--- src/rtl/systolic_mac_pe.sv ---
// Systolic-array MAC processing element: valid/ready operand intake, framed dot
// products, signed/unsigned beats, optional saturation and a held, handshaked result.
module systolic_mac_pe #(
    parameter int IN_WORD_SIZE  = 8,
    parameter int OUT_WORD_SIZE = 24,
    parameter bit SATURATE      = 1'b1
) (
    input  logic                     clk,
    input  logic                     clear_n,
    input  logic                     in_valid,
    output logic                     in_ready,
    input  logic [IN_WORD_SIZE-1:0]  a,
    input  logic [IN_WORD_SIZE-1:0]  b,
    input  logic                     sgn,
    input  logic                     first,
    input  logic                     last,
    output logic [IN_WORD_SIZE-1:0]  a_fwd,
    output logic [IN_WORD_SIZE-1:0]  b_fwd,
    output logic                     fwd_valid,
    output logic [OUT_WORD_SIZE-1:0] res,
    output logic                     res_ovf,
    output logic                     res_valid,
    input  logic                     res_ready
);
    localparam int PW = 2 * IN_WORD_SIZE;

    typedef enum logic {IDLE, ACC} state_t;

    state_t                   state_reg, state_next;
    logic [OUT_WORD_SIZE-1:0] acc_reg, acc_next;
    logic                     ovf_acc_reg, ovf_acc_next;
    logic [IN_WORD_SIZE-1:0]  a_fwd_reg, b_fwd_reg;
    logic                     fwd_valid_reg;
    logic [OUT_WORD_SIZE-1:0] res_reg;
    logic                     res_ovf_reg, res_valid_reg;

    logic                     accept;
    logic [PW-1:0]            a_ext, b_ext, prod_raw;
    logic [OUT_WORD_SIZE-1:0] prod;
    logic [OUT_WORD_SIZE:0]   sum;
    logic                     sum_ovf;
    logic [OUT_WORD_SIZE-1:0] sat_val, acc_sum;
    logic [OUT_WORD_SIZE-1:0] final_acc;
    logic                     final_ovf;

    assign in_ready = !res_valid_reg || res_ready;
    assign accept   = in_valid && in_ready;

    // Extending both operands to 2N bits makes the low 2N product bits correct in either mode.
    assign a_ext    = {{IN_WORD_SIZE{sgn & a[IN_WORD_SIZE-1]}}, a};
    assign b_ext    = {{IN_WORD_SIZE{sgn & b[IN_WORD_SIZE-1]}}, b};
    assign prod_raw = a_ext * b_ext;

    generate
        if (OUT_WORD_SIZE > PW) begin : g_prod_ext
            assign prod = {{(OUT_WORD_SIZE-PW){sgn & prod_raw[PW-1]}}, prod_raw};
        end else begin : g_prod_flat
            assign prod = prod_raw[OUT_WORD_SIZE-1:0];
        end
    endgenerate

    assign sum = {sgn & acc_reg[OUT_WORD_SIZE-1], acc_reg}
               + {sgn & prod[OUT_WORD_SIZE-1], prod};
    assign sum_ovf = sgn ? (sum[OUT_WORD_SIZE] ^ sum[OUT_WORD_SIZE-1]) : sum[OUT_WORD_SIZE];

    // Signed overflow direction comes from the extended sign bit of the true sum.
    always_comb begin
        sat_val = '1;
        if (sgn) begin
            sat_val = sum[OUT_WORD_SIZE] ? {1'b1, {(OUT_WORD_SIZE-1){1'b0}}}
                                         : {1'b0, {(OUT_WORD_SIZE-1){1'b1}}};
        end
    end

    assign acc_sum = (sum_ovf && SATURATE) ? sat_val : sum[OUT_WORD_SIZE-1:0];

    always_comb begin
        state_next   = state_reg;
        acc_next     = acc_reg;
        ovf_acc_next = ovf_acc_reg;
        final_acc    = prod;
        final_ovf    = 1'b0;
        if (accept) begin
            if (state_reg == ACC && !first) begin
                final_acc = acc_sum;
                final_ovf = ovf_acc_reg | sum_ovf;
            end
            if (last) begin
                acc_next     = '0;
                ovf_acc_next = 1'b0;
                state_next   = IDLE;
            end else begin
                acc_next     = final_acc;
                ovf_acc_next = final_ovf;
                state_next   = ACC;
            end
        end
    end

    always_ff @(posedge clk or negedge clear_n) begin
        if (!clear_n) begin
            state_reg     <= IDLE;
            acc_reg       <= '0;
            ovf_acc_reg   <= 1'b0;
            a_fwd_reg     <= '0;
            b_fwd_reg     <= '0;
            fwd_valid_reg <= 1'b0;
            res_reg       <= '0;
            res_ovf_reg   <= 1'b0;
            res_valid_reg <= 1'b0;
        end else begin
            state_reg     <= state_next;
            acc_reg       <= acc_next;
            ovf_acc_reg   <= ovf_acc_next;
            fwd_valid_reg <= accept;
            if (accept) begin
                a_fwd_reg <= a;
                b_fwd_reg <= b;
            end
            // A result completing in the same cycle the old one is read simply replaces it.
            if (accept && last) begin
                res_reg       <= final_acc;
                res_ovf_reg   <= final_ovf;
                res_valid_reg <= 1'b1;
            end else if (res_ready) begin
                res_valid_reg <= 1'b0;
            end
        end
    end

    assign a_fwd     = a_fwd_reg;
    assign b_fwd     = b_fwd_reg;
    assign fwd_valid = fwd_valid_reg;
    assign res       = res_reg;
    assign res_ovf   = res_ovf_reg;
    assign res_valid = res_valid_reg;

endmodule

--- config.mk ---
export PLATFORM = sky130hd
export DESIGN_NAME = systolic_mac_pe
export DESIGN_NICKNAME = d
export VERILOG_FILES = /design/src/rtl/systolic_mac_pe.sv
export SDC_FILE = /design/constraint.sdc
export NUM_CORES = 1
export LEC_CHECK = 0
export ABC_AREA = 1
export CAP_MARGIN = 10
export CORE_AREA = 2 2 122 124
export DETAILED_ROUTE_END_ITERATION = 10
export DIE_AREA = 0 0 124 126
export GPL_ROUTABILITY_DRIVEN = 0
export PLACE_DENSITY = 0.88
export SYNTH_ARGS = -nofsm -noshare
export SYNTH_HDL_FRONTEND = slang
export SYNTH_SLANG_ARGS = --single-unit
--- constraint.sdc ---
create_clock -name clk -period 2.4 [get_ports clk]
set_clock_uncertainty 0.05 [all_clocks]
set_input_delay 0.48 -clock clk [delete_from_list [all_inputs] [get_ports clk]]
set_output_delay 0.48 -clock clk [all_outputs]
set_load 0.005 [all_outputs]
==> reports/metrics.cfg <==
[run_status]
outcome = finished with violations
violations = negative setup slack

[run]
cap_violations = 0

[setup_path]
cp.required_ps = 2590
worstPathArrival_ps = 7740
crit_end = res[11]
cpMostUsedCell = fa_1
critPathLaunchType = input pin
timing.critical_path.slowest_cell_delay_ps = 590
critPathLaunch = b[7]
reg2reg_slack_ps = -910
crit_fanout = 6
reg2reg_from = acc_reg[0]
path_class = input pin to flop
end_kind = flop
reg2reg_depth = 19
crit-reg2reg-capture = res[11]
critPathSlowestCell = fa_1

[cts]
clk_pin_slew_ps = 70
numClockSinks = 69
cts_tree = built
cts_root_buf = clkbuf_16
cts_hold_buffers = 0
worstSkewPairLatency_ps = 370
clockBufferDepth = 2
htreeDepth = 3
cts_made_buffers = 9

[placed_design]
io_buffers = 66
place_ws_ps = -5130
hpwl_um = 17000

[floorplan]
die_height_um = 126
start_util_pct = 53.1
dieArea_um2 = 15600
io_pins = 67
die_x_um = 124
core-area_um2 = 14300
rows = 44

[timing]
min_period_ps = 7560
setup_viol = 50
worst_slack_ps = -5160
max_freq_mhz = 132
post-route-period-util_pct = 315
worst_pin_slew_ps = 801
drv_slew = 0
rsz0062_at_grt = yes
max_slew_margin_pct = 46.4
hold_viol = 0

[drt]
final_antenna_net_count = 0
drc_errors = 0
via_per_inst = 6.38
drt_iter0_drc = 1385
dr.pass1.iters = 7
wl_per_cell_um = 23.2
wl_um = 32800
num_vias = 9023

[grt]
use_met3_pct = 9.10
antenna_found_initial = 0
busiest_layer = met2
use_met1_pct = 43.3
grt_max_degree = 52
grt_pass1_vias = 8824
grt-ovfl-total = 0
grtUsageMet2_pct = 57.9
grt_pass1_wl_um = 43700
grt.total_usage_pct = 36.4

[synthesis]
yosys_register_bits = 69
syn_avg_cell_area_um2 = 7.49
synth_nets = 1160
syn_inst = 1016
synth_warnings = 0
postSynth.asyncResetShare_pct = 100
yosysSeqAreaShare_pct = 22.7
yosysUniqueCellTypes = 40
syn_area_um2 = 7610
synthFlopType = dfrtp_1
synth_edf_count = 0

[finish]
layout-drive-gt1-share_pct = 35.7
diodes = 0
area_delta_synth_final_pct = 43.3
fin_util_pct = 76.2
filler_cell_count = 808
nets = 1369

[worst_hold_path]
hp-class = input pin to asynchronous set/reset pin

through the flow:
| stage | TNS (ps) | instances | hold WS (ps) | cell area [um^2] |
|---|---|---|---|---|
| after floorplan | -197190 | 1016 | 134 | 7830 |
| after global placement | -239100 | 1384 | 410 | 9720 |
| after detailed placement | -252540 | 1384 | 417 | 9720 |
| after CTS | -204570 | 1409 | 58.1 | 10500 |
| after global routing | -246050 | 1414 | 112 | 10900 |
| final | -246810 | 1414 | 82.0 | 10900 |
cells by family after synthesis:
family | synth area share (%)
compound gates | 9.82
xor+xnor | 3.34
fa+ha+maj | 26.2
buf+inv | 13.1
flops | 22.7
simple gates | 24.8
area by class of cell:
class                   count  area (um^2)  area share, %
repair buffers            238         2120           19.4
flip-flops and latches     69         1730           15.8
inverters                 209          802           7.36
well taps                 184          230           2.11
multi-input cells         698         5750           52.7
clock inverters             4         22.5          0.207
clock buffers              12          256           2.35
critical path: cells and delay by family:
kind / cells / cell delay, ps
xor+xnor: 1 / 350
simple gates: 9 / 1330
buf+inv: 9 / 1370
fa+ha+maj: 7 / 3170
compound gates: 5 / 1030
synthesized netlist by cell type (2+ instances only):
| cell type | number | area [um^2] |
|---|---|---|
| ha_1 | 57 | 713 |
| buf_4 | 3 | 22.5 |
| a21boi_0 | 3 | 22.5 |
| o21a_1 | 3 | 22.5 |
| o21ai_1 | 22 | 110 |
| o31ai_1 | 2 | 15.0 |
| nor4_1 | 2 | 12.5 |
| buf_6 | 7 | 78.8 |
| nand3_2 | 19 | 190 |
| inv_2 | 3 | 11.3 |
| nand2_1 | 248 | 931 |
| o21bai_1 | 5 | 37.5 |
| fa_1 | 64 | 1280 |
| nand3_1 | 65 | 325 |
| xnor2_1 | 10 | 87.6 |
| dfrtp_1 | 69 | 1730 |
| xor2_1 | 19 | 166 |
| nor3_1 | 6 | 30.0 |
| clkbuf_1 | 28 | 105 |
| a21o_1 | 5 | 37.5 |
| inv_1 | 206 | 773 |
| nand2_2 | 6 | 37.5 |
| nor2_1 | 28 | 105 |
| or2_2 | 30 | 188 |
| a21oi_1 | 61 | 305 |
| o21ai_0 | 28 | 140 |
| nand4_1 | 4 | 25.0 |
timing repair:
item | 4_1_cts | 5_1_grt
endpoints found under the setup margin | 50 | 50
buffers inserted | 7 | 5
gates cloned | 2 | 0
pin swaps | 54 | 59
resized for setup | 169 | 90
cells in the final DEF (no fill, tap or decap), types with 31 or more instances in the layout:
master,n
buf_4,155
ha_1,41
nand2_2,38
a21oi_1,31
inv_1,191
dfrtp_1,69
a21oi_2,31
nand3_1,32
nand2_1,209
fa_1,63
clkdlybuf4s50_1,48
nand3_2,47
metal layers:
layer | up-vias | part of all wire, % | wire, um
li1 | 3557 | - | -
met1 | 4168 | 32 | 10500
met2 | 908 | 44 | 14300
met3 | 390 | 13 | 4260
met4 | 0 | 11 | 3680
met5 | - | 0 | 0
how the worst min path moves through the flow:
stage	startpoint	to	cells after the start
after global placement	clear_n	b_fwd[6]	1
after global routing	clear_n	acc_reg[14]	1
final	clear_n	acc_reg[23]	1
after detailed placement	a_fwd[5]	a_fwd[5]	2
after CTS	clear_n	acc_reg[14]	1
after floorplan	clear_n	a_fwd[0]	0
Power is left out: the tool's default activity adds up to more than one toggle a clock period on the data nets, which glitch-free logic cannot reach.
